<file path="config.mk">
export PLATFORM = sky130hd
export DESIGN_NAME = icache_dm
export DESIGN_NICKNAME = d
export VERILOG_FILES = /design/src/rtl/icache_dm.sv
export SDC_FILE = /design/constraint.sdc
export NUM_CORES = 1
export LEC_CHECK = 0
export ABC_CLOCK_PERIOD_IN_PS = 9600
export CORE_ASPECT_RATIO = 0.5
export CORE_MARGIN = 3
export CORE_UTILIZATION = 38
export DETAILED_ROUTE_END_ITERATION = 10
export DONT_BUFFER_PORTS = 1
export MAX_ROUTING_LAYER = met4
export REMOVE_ABC_BUFFERS = 1
export SLEW_MARGIN = 20
export SYNTH_ARGS = -nofsm -noshare
export SYNTH_HDL_FRONTEND = slang
export SYNTH_SLANG_ARGS = --single-unit
</file>
<file path="constraint.sdc">
create_clock -name CLK -period 9.6 [get_ports CLK]
set_clock_uncertainty 0.15 [all_clocks]
set_input_delay 1.92 -clock CLK [delete_from_list [all_inputs] [get_ports CLK]]
set_output_delay 1.92 -clock CLK [all_outputs]
set_load 0.05 [all_outputs]
</file>
<file path="src/rtl/icache_dm.sv">
// icache_dm: direct-mapped, read-only instruction cache with single-word fills.
// Hits are combinational; a miss runs one IDLE->FILL->IDLE fill over the
// iREN/iwait handshake.
// Optional macro ICACHE_PERF_CNT_EN adds saturating hit_cnt/miss_cnt outputs.
module icache_dm #(
   parameter int unsigned SETS = 16
) (
   input  logic        CLK,
   input  logic        nRST,
   input  logic        imemREN,
   input  logic [31:0] imemaddr,
   output logic        ihit,
   output logic [31:0] imemload,
   output logic        iREN,
   output logic [31:0] iaddr,
   input  logic        iwait,
   input  logic [31:0] iload
`ifdef ICACHE_PERF_CNT_EN
  ,output logic [31:0] hit_cnt,
   output logic [31:0] miss_cnt
`endif
);

   localparam int unsigned IDX_W = $clog2(SETS);
   localparam int unsigned TAG_W = 30 - IDX_W;

   typedef enum logic {IDLE, FILL} state_t;

   state_t           state, next_state;
   logic [SETS-1:0]  valid;
   logic [TAG_W-1:0] tag_arr  [SETS];
   logic [31:0]      data_arr [SETS];
   logic [29:0]      fill_word;
   logic [IDX_W-1:0] req_idx, fill_idx;
   logic [TAG_W-1:0] req_tag, fill_tag;
   logic             hit, miss, fill_done;
   logic             unused_addr_lsbs;

   // Address split for the live request and the latched miss address.
   always_comb begin
      req_idx          = imemaddr[IDX_W+1:2];
      req_tag          = imemaddr[31:IDX_W+2];
      fill_idx         = fill_word[IDX_W-1:0];
      fill_tag         = fill_word[29:IDX_W];
      unused_addr_lsbs = &imemaddr[1:0];
   end

   // Hit detection and read-data return; hits are only honoured in IDLE.
   always_comb begin
      hit      = imemREN && valid[req_idx] && (tag_arr[req_idx] == req_tag) && (state == IDLE);
      miss     = imemREN && !hit && (state == IDLE);
      ihit     = hit;
      imemload = hit ? data_arr[req_idx] : '0;
   end

   // Next-state and memory-port outputs.
   always_comb begin
      next_state = state;
      iREN       = 1'b0;
      iaddr      = '0;
      fill_done  = 1'b0;
      unique case (state)
         IDLE: begin
            if (miss) next_state = FILL;
         end
         FILL: begin
            iREN  = 1'b1;
            iaddr = {fill_word, 2'b00};
            if (!iwait) begin
               fill_done  = 1'b1;
               next_state = IDLE;
            end
         end
         default: next_state = IDLE;
      endcase
   end

   // State, valid bits and the latched miss address; reset cancels any fill.
   always_ff @(posedge CLK or negedge nRST) begin
      if (!nRST) begin
         state     <= IDLE;
         valid     <= '0;
         fill_word <= '0;
      end else begin
         state <= next_state;
         if (miss) fill_word <= imemaddr[31:2];
         if (fill_done) valid[fill_idx] <= 1'b1;
      end
   end

   // Tag and data storage; contents are meaningless until the valid bit is set.
   always_ff @(posedge CLK) begin
      if (fill_done) begin
         tag_arr[fill_idx]  <= fill_tag;
         data_arr[fill_idx] <= iload;
      end
   end

`ifdef ICACHE_PERF_CNT_EN
   // Saturating performance counters for hits and fill starts.
   always_ff @(posedge CLK or negedge nRST) begin
      if (!nRST) begin
         hit_cnt  <= '0;
         miss_cnt <= '0;
      end else begin
         if (hit && (hit_cnt != '1)) hit_cnt <= hit_cnt + 32'd1;
         if (miss && (miss_cnt != '1)) miss_cnt <= miss_cnt + 32'd1;
      end
   end
`endif

endmodule

</file>
==> impl_results.md, run 1 <==
- Maximum vdd drop: 0.1160 mV
- Post-DRT Antenna Nets: 0
- Main synth FF type: edfxtp_1
- Unrepaired setup endpoints after global routing: false
- Final setup vio count: 0
- Iter 0 DRT Violations: 1587
- Count of state elements after synthesis: 975
- Fin crit share: 82.83%
- Commonest non-fill, non-tap cell in the layout: edfxtp_1
- Largest net degree at the start of global routing: 213
- HP Class: register to register
- Worst Setup Start Kind: input port
- Area grow syn2layout: 12.60%
- Final instance area: 42770 um2
- Worst r2r src: state$_DFF_PN0_
- Arrival time at the worst endpoint: 5.88 ns
- Dominant combinational cell family by area after synthesis: multiplexers
- Clk buf depth: 3
- Mapped Cells: 1640
- DR WL/cell: 27.32 um
- Worst Hold Path Cells: 1
- Synth Area in Simple Gates: 2.391%
- Clk root buf: clkbuf_16
- Total wire length: 84990 um
- Final Max Slew Viols: 0
- Synthesized-area fraction occupied by adder cells: 0%
- Hold_sp: valid[2]$_DFFE_PN0P_
- # Max-Cap Violations: 0
- Clock Pin Slew Worst Setup and Hold Paths: 0.06 ns
- Fmax: 0.1258 GHz
- Global-route wire length before repair: 124600 um
- XOR/XNOR Fraction of Synth Area: 0.8762%
- Met2 usage: 27.84%
- Post-CTS Setup Inserts: 0
- Placed cell count: 2945
- Mux cell area share after synthesis: 18.30%
- Period minus WS final: 7.952 ns
- Number of nets in the layout: 1778
- Die Wd: 453.1 um
- Fin Hold WS: 0.3126 ns
- Drt drc: 0
- Syn_area_per_cell: 23.16 um2
- Worst slew margin: 27.27%
- Critical path required time: 7.53 ns
- Outcome: finished clean
- CTS tree: done
- Reg2Reg Capture Point: data_arr[1][26]$_DFFE_PP_
- # port buffers: 0
- Layout cells sized above 1: 29.41%
- Fin Setup TNS: 0 ns
- EDFF count, synth: 928
- Num CTS Buffers: 91
- Count of different cell masters after synthesis: 54
- Die Y: 229.6 um
- H-tree level count: 3
- GR Util All Layers: 16.98%
- Crit-path max FO: 212
- Initial Util: 38.60%
- DP HPWL: 41570 um
- Crit. End Element: output port
- R2r worst-path depth: 6
- Warnings, synthesis: 0
- R2R Setup Slk: 5.10 ns
- Leak Pwr: 13.54 nW
- Num rows: 81
- Via/cell ratio: 5.410
- Final Worst Setup Slack: 1.648 ns
- GR Layer Usage met1: 21.97%
- Hold Buf Count CTS: 0
- Hold Path Sink: valid[2]$_DFFE_PN0P_
- Share of flip-flops with an asynchronous set or reset: 4.821%
- DP Worst Slack: 1.672 ns
- Sequential share of the synthesized area: 76.46%
- Crit Path Class: input port to output port
- Core area: 98410 um2
- Worst skew pair latency: 0.64 ns
- Sink Count: 975
- Pwr per Cell Area: 216.8 nW/um2
- GR Util met3: 2.873%
- Die Area: 104000 um2
- Final GP Congestion: 0.7370
- Count of final hold-check violations: 0
- Via count: 16830
- Netlist Area Pre-Place: 37990 um2
- Most frequent cells in the layout: edfxtp_1 (928), mux4_2 (255), clkbuf_16 (95)
- Cts repair resizes: 0
- Global route hottest layer: met2
- Post-route insts no fill: 3111
- Synth Area in Compound Gates: 0.5369%
- Worst-margin pin slew: 1.091 ns
- Pre-antenna DRT Iters: 8
- Area after DPL: 39760 um2
- Antenna violations before repair: 1
- Number of global-route vias before repair: 17830
- Top-Level Pins: 134
- Gr ovfl total: 0
-- report_power, final --
part	internal, W	switching [W]	total [W]
registers	0.00492	0.000153	0.00507
logic	0.000263	0.000305	0.000569
clock network	0.00212	0.00151	0.00363
-- logic make-up (layout without fill, tap and decap cells) --
family                 Yosys count  in the layout
buffers and inverters           91            232
flip-flops                     975            975
AO/OA/AOI/OAI                   29             29
XOR/XNOR                        38             38
multiplexers                   347            347
AND/OR/NAND/NOR                159            159
other                            1              3
-- synth_stat cells (7+ instances only) --
cell / n / area share [%]
mux4_1: 8 / 0.55
or2_2: 16 / 0.26
and2_1: 32 / 0.53
xor2_1: 12 / 0.28
edfxtp_1: 928 / 73
mux4_2: 255 / 15
dfrtp_1: 47 / 3.1
mux2_2: 9 / 0.27
nor3_1: 7 / 0.092
nor2b_1: 30 / 0.49
mux2_4: 29 / 1.1
nand2_1: 32 / 0.32
mux2i_1: 46 / 1.2
clkbuf_1: 33 / 0.33
buf_2: 30 / 0.40
xnor2_1: 26 / 0.60
nor2_1: 16 / 0.16
-- layer usage --
layer	routed length, um	vias to the layer above
met5	0	-
met4	2390	0
met3	4055	144
met2	42760	431
met1	35780	9249
li1	-	7005
-- critical path: stages --
cell and delay [ns]:
mux4_2 0.55, mux2i_1 0.23, xor2_1 0.22, mux2i_1 0.21, nor4_1 0.64, and4_1 0.36, nand4_4 0.59, nor2b_1 0.63
buf_4 0.29
-- worst max path at each step --
stage                      from            to  slack, ns  cells after the start
CTS                 imemaddr[5]   imemload[4]       1.67                      9
global route        imemaddr[5]   imemload[4]       1.52                      9
finish              imemaddr[3]   imemload[4]       1.65                      9
global placement    imemaddr[5]   imemload[4]       1.69                      9
floorplan           imemaddr[5]  imemload[10]       2.20                      8
detailed placement  imemaddr[5]   imemload[4]       1.67                      9
-- sequential cells by signal, summed over array words and instances, names as in the netlist --
name       flops
data_arr     512
fill_word     30
state          1
tag_arr      416
valid         16
-- stage by stage --
stage / total power, W / utilization (%)
floorplan: 0.005544 / -
global placement: 0.005715 / 40.33
detailed placement: 0.005737 / 40.40
CTS: 0.009349 / 43.45
global route: 0.009581 / 43.46
finish: 0.009272 / 43.46
-- final cells by class --
type	instances	area, um2
flip-flops and latches	975	29040
clock inverters	43	464.2
clock buffers	122	2539
multi-input cells	575	8528
diodes	1	2.502
inverters	7	28.78
repair buffers	60	503.0
well taps	1328	1662
fillers	8222	55640
Power figures use the tool's default switching activity.
==> run 2: changes to the inputs <==
Settings changed: ABC_CLOCK_PERIOD_IN_PS 9600 to 7800.
Clock period 9.6 ns to 7.8 ns, I/O delays scaled along.
==> impl_results.md, run 2 (synthesis results as in run 1) <==
- Worst Hold Path Cells: 1 (unchanged)
- Final GP Congestion: 0.7154 (-2.9%)
- Critical path required time: 6.09 ns (-1.44 ns)
- DR WL/cell: 26.98 um (-1.2%)
- Num rows: 81 (unchanged)
- Initial Util: 38.60% (unchanged)
- DP HPWL: 40960 um (-1.5%)
- Worst Setup Start Kind: input port
- Iter 0 DRT Violations: 1578 (-0.57%)
- Placed cell count: 2947 (+0.068%)
- Via count: 16850 (+0.12%)
- Largest register FFs: 512 (unchanged)
- Worst-path cell chain: inv_1 -> mux2i_1 -> mux2i_1 -> xor2_1 -> nor4_1 -> and4_1 -> nand4_4 -> buf_4 -> nor2b_1 -> buf_4
- Arrival time at the worst endpoint: 5.18 ns (-0.70 ns)
- Pwr per Cell Area: 261.9 nW/um2 (+21%)
- Sink Count: 975 (unchanged)
- CP top delay family: simple AND/OR/NAND/NOR gates
- N_diodes: 0 (-1)
- Clk root buf: clkbuf_16
- Most frequent cells in the layout: edfxtp_1 (928), mux4_2 (255), clkbuf_16 (95)
- Die Y: 229.6 um (unchanged)
- CTS tree: done
- Fmax: 0.1451 GHz
- Post-DRT Antenna Nets: 0 (unchanged)
- Drt drc: 0 (unchanged)
- Core area: 98410 um2 (unchanged)
- Fin Hold WS: 0.3130 ns (+0.0004390 ns)
- Commonest non-fill, non-tap cell in the layout: edfxtp_1
- GR Util All Layers: 16.76% (-0.23 points)
- Worst-margin pin slew: 0.9861 ns (-0.1049 ns)
- Leak Pwr: 13.45 nW (-0.66%)
- Final Max Slew Viols: 0 (unchanged)
- Outcome: finished clean
- Crit-path max FO: 111 (-48%)
- Worst skew pair latency: 0.64 ns (about the same)
- Clock Pin Slew Worst Setup and Hold Paths: 0.06 ns (about the same)
- Hold_sp: valid[10]$_DFFE_PN0P_
- WP depth: 10 (+1)
- Post-CTS Setup Inserts: 0 (unchanged)
- Die Wd: 453.1 um (unchanged)
- Layout cells sized above 1: 29.07% (-0.34 points)
- Period minus WS final: 6.890 ns
- Antenna violations before repair: 0 (-1)
- Worst r2r src: tag_arr[3][19]$_DFFE_PP_
- Crit. End Element: output port
- HP Class: register to register
- Final setup vio count: 0 (unchanged)
- Area grow syn2layout: 11.98%
- Clk buf depth: 3 (unchanged)
- # Max-Cap Violations: 0 (unchanged)
- Global-route wire length before repair: 123900 um (-0.59%)
- Reg2Reg Capture Point: fill_word[18]$_DFFE_PN0P_
- Number of nets in the layout: 1780 (+0.11%)
- Die Area: 104000 um2 (unchanged)
- Gr ovfl total: 0 (unchanged)
- Total wire length: 83900 um (-1.3%)
- Via/cell ratio: 5.418 (+0.15%)
- Num CTS Buffers: 91 (unchanged)
- Worst path slowest cell: inv_1
- Count of final hold-check violations: 0 (unchanged)
- Reg with most FFs: data_arr
- Unrepaired setup endpoints after global routing: false
- Critical path origin: imemaddr[4]
- Crit Path Class: input port to output port
- Cts repair resizes: 0 (unchanged)
- Largest regs: data_arr x512, tag_arr x416, fill_word x30
- Hold Path Sink: valid[10]$_DFFE_PN0P_
- Maximum vdd drop: 0.1778 mV (+53%)
- Post-route insts no fill: 3110 (-0.032%)
- Top-Level Pins: 134 (unchanged)
- Number of global-route vias before repair: 17650 (-1.0%)
- R2R Setup Slk: 3.66 ns (-1.44 ns)
- Fin crit share: 88.34%
- # port buffers: 0 (unchanged)
- CP Buf/Inv Count: 3 (+2)
- Worst slew margin: 34.10% (+6.8 points)
- Fin Setup TNS: 0 ns (unchanged)
- R2r worst-path depth: 9 (+3)
- Hold Buf Count CTS: 0 (unchanged)
- Largest stage delay, worst path: 0.74 ns (+0.10 ns)
- H-tree level count: 3 (unchanged)
- Pre-antenna DRT Iters: 5 (-3)
- Largest net degree at the start of global routing: 213 (unchanged)
-- run 2: cell types whose count changed in the layout (fill, tap and decap cells not counted), moves of 2 or more --
cell	change
bufinv_16	-7
clkinvlp_4	-3
buf_4	+4
buf_16	-2
clkinv_2	+2
clkbuf_1	+5
-- run 2: metrics by stage --
step / instance area, um2 / utilization [%] / worst slack [ns] / power [W]
after floorplan: 37470 / - / 1.123 / 0.006823
after global placement: 39730 / 40.38 / 0.9452 / 0.007035
after detailed placement: 39730 / 40.38 / 0.9273 / 0.007060
after CTS: 42540 / 43.23 / 0.8446 / 0.01125
after global routing: 42540 / 43.23 / 0.6859 / 0.01151
final: 42540 / 43.23 / 0.9096 / 0.01114
-- run 2: metal layers --
| metal | part of all wire [%] | track usage, % |
|---|---|---|
| met5 | 0 | - |
| met4 | 1.7 | 3.639 |
| met3 | 4.8 | 2.282 |
| met2 | 51 | 27.73 |
| met1 | 43 | 22.25 |
-- run 2: layout make-up --
class	instances	area, um2
inverter	7	28.78
tap	1328	1662
multi-input combinational	575	8522
timing repair buffer	62	478.0
clock buffer	127	2557
sequential	975	29040
fill	8234	55870
clock inverter	36	245.2
-- run 2: worst register-to-register path, cell delays in order (launching register included) --
cell and delay [ns]:
edfxtp_1 0.37, mux4_2 0.47, mux2i_1 0.19, o22ai_1 0.13, xnor2_1 0.35, nand4_1 0.18, nor4_2 0.56, nand4_4 0.56
and2b_4 0.64, mux2_4 0.42
-- run 2: how the worst max path moves through the flow --
| stage | to | slack (ns) |
|---|---|---|
| 6_report | imemload[8] | 0.91 |
| 3_3_place_gp | imemload[4] | 0.95 |
| 4_1_cts | imemload[4] | 0.84 |
| 3_5_place_dp | imemload[4] | 0.93 |
| 5_1_grt | imemload[4] | 0.69 |
| 2_1_floorplan | imemload[10] | 1.12 |
-- run 2: report_power, final --
part           switching (W)  leakage, nW  internal [W]
registers           0.000185         8.90       0.00605
clock network        0.00183         1.38       0.00238
logic               0.000375         3.16      0.000323
total                0.00239         13.4       0.00876
==> run 3: changes to the inputs <==
Settings changed: GPL_TIMING_DRIVEN from default to 0, RECOVER_POWER from default to 100.
==> impl_results.md, run 3 (synthesis results as in run 1) <==
- N_diodes: 0 (unchanged)
- Iter 0 DRT Violations: 1508 (-4.4%)
- Period minus WS final: 7.815 ns (+0.9243 ns)
- Crit Path Class: input port to output port
- Clk buf depth: 3 (unchanged)
- Antenna violations before repair: 1 (+1)
- Worst-margin pin slew: 2.133 ns (+1.147 ns)
- Post-DRT Antenna Nets: 0 (unchanged)
- Sink Count: 975 (unchanged)
- Area grow syn2layout: 11.77%
- DP Worst Slack: 0.2305 ns (-0.6969 ns)
- Via/cell ratio: 5.392 (-0.48%)
- HP Class: register to register
- Maximum vdd drop: 0.1496 mV (-16%)
- Die Wd: 453.1 um (unchanged)
- Fin Setup TNS: -0.01743 ns (-0.01743 ns)
- Final instance area: 42460 um2 (-0.19%)
- Top-Level Pins: 134 (unchanged)
- Drt drc: 0 (unchanged)
- Fill cell count: 8325 (+1.1%)
- Largest regs: data_arr x512, tag_arr x416, fill_word x30
- Final Max Slew Viols: 147 (+147)
- Die Area: 104000 um2 (unchanged)
- Total wire length: 86450 um (+3.0%)
- Fmax: 0.1280 GHz (-12%)
- Num CTS Buffers: 90 (-1.1%)
- Number of nets in the layout: 1816 (+2.0%)
- Number of global-route vias before repair: 17800 (+0.84%)
- Crit-path max FO: 211 (+90%)
- DR WL met3: 3888 um (-2.7%)
- Worst Setup Start Kind: input port
- Cts repair resizes: 0 (unchanged)
- Unrepaired setup endpoints after global routing: false
- Storage cell area: 29040 um2 (about the same)
- Initial Util: 38.60% (unchanged)
- Area after DPL: 40950 um2 (+3.1%)
- Fin Hold WS: 0.3146 ns (+0.001557 ns)
- Final setup vio count: 2 (+2)
- Footprint of the multi-input gates: 8312 um2 (-2.5%)
- Outcome: finished, violations left
- Pwr per Cell Area: 266.1 nW/um2 (+1.6%)
- Commonest non-fill, non-tap cell in the layout: edfxtp_1
- Fin crit share: 100.2% (+12 points)
- Placed cell count: 2984 (+1.3%)
- Pre-antenna DRT Iters: 5 (unchanged)
- Clock Pin Slew Worst Setup and Hold Paths: 0.06 ns (about the same)
- CTS tree: done
- Largest register FFs: 512 (unchanged)
- Core area: 98410 um2 (unchanged)
- Arrival time at the worst endpoint: 6.10 ns (+0.92 ns)
- # Max-Cap Violations: 9 (+9)
- Worst skew pair latency: 0.64 ns (about the same)
- Clk root buf: clkbuf_16
- Post-route insts no fill: 3149 (+1.3%)
- Die Y: 229.6 um (unchanged)
- H-tree level count: 3 (unchanged)
- Worst slew margin: -42.18% (-76 points)
- GR Util All Layers: 17.31% (+0.55 points)
- Leak Pwr: 13.24 nW (-1.5%)
- # port buffers: 0 (unchanged)
- Reg with most FFs: data_arr
- Most frequent cells in the layout: edfxtp_1 (928), mux4_2 (255), clkbuf_1 (113)
- Via count: 16980 (+0.77%)
- Global-route wire length before repair: 127400 um (+2.8%)
- Num rows: 81 (unchanged)
- Post-CTS Setup Inserts: 0 (unchanged)
- Layout cells sized above 1: 23.39% (-5.7 points)
- Metal-1 WL: 36800 um (+2.8%)
- Final Worst Setup Slack: -0.01470 ns (-0.9243 ns)
- Crit. End Element: output port
- Final GP Congestion: 0.7059 (-1.3%)
- Count of final hold-check violations: 0 (unchanged)
- Largest net degree at the start of global routing: 213 (unchanged)
- DP HPWL: 50530 um (+23%)
- DR WL/cell: 27.45 um (+1.8%)
- WL met2: 43560 um (+2.1%)
- Hold Buf Count CTS: 0 (unchanged)
- Gr ovfl total: 0 (unchanged)
- Failing checks: max-capacitance violations, max-slew violations, negative setup slack
- Highest Signal Layer: met4
- Critical path required time: 6.09 ns (about the same)
## run 3: cell types whose count changed in the layout (fill, tap and decap cells not counted), moves of 28 or more
cell,delta
clkbuf_1,+87
buf_4,-61
and2_0,+29
and2_1,-29
mux2_1,+28
mux2_4,-28
## run 3: area by class of cell
type                       count  area share [%]
sequential                   975           68.41
multi-input combinational    575           19.58
clock buffer                 119           5.876
tap                         1328           3.914
timing repair buffer          99           1.102
clock inverter                46           1.052
inverter                       7         0.07367
## run 3: path summary, 6_finish.rpt
check	start	to	slack (ns)	cells past startpoint
max in group asynchronous	nRST	fill_word[15]$_DFFE_PN0P_	6.91	0
min in group asynchronous	nRST	fill_word[2]$_DFFE_PN0P_	0.47	0
setup / recovery	imemaddr[2]	imemload[15]	-0.01	9
setup reg to reg	state$_DFF_PN0_	data_arr[13][23]$_DFFE_PP_	0.31	7
hold reg to reg	valid[14]$_DFFE_PN0P_	valid[14]$_DFFE_PN0P_	0.31	1
hold / removal	valid[14]$_DFFE_PN0P_	valid[14]$_DFFE_PN0P_	0.31	1
## run 3: routing by layer
metal / global-route usage [%] / up-vias
met1: 22.91 / 9370
met2: 28.20 / 418
li1: - / 7064
met4: 4.510 / 0
met5: - / -
met3: 2.606 / 126
## run 3: per-stage QoR
stage / power [W] / utilization [%]
after CTS: 0.01149 / 44.60
after global routing: 0.01166 / 43.14
after detailed placement: 0.007107 / 41.61
after global placement: 0.007038 / 39.77
final: 0.01130 / 43.14
after floorplan: 0.006823 / -
## run 3: critical path, cell delays in order
cell     delay (ns)
mux4_2         0.81
mux2i_1        0.19
xor2_1         0.17
mux2i_1        0.19
nor4_1         0.66
and4_1         0.35
nand4_4        0.42
buf_12         0.37
nor2b_1        0.87
## run 3: report_power, final
| group | leakage (nW) | switching [W] | internal (W) |
|---|---|---|---|
| registers | 8.90 | 0.000185 | 0.00605 |
| clock network | 1.46 | 0.00186 | 0.00254 |
| logic | 2.88 | 0.000361 | 0.000297 |
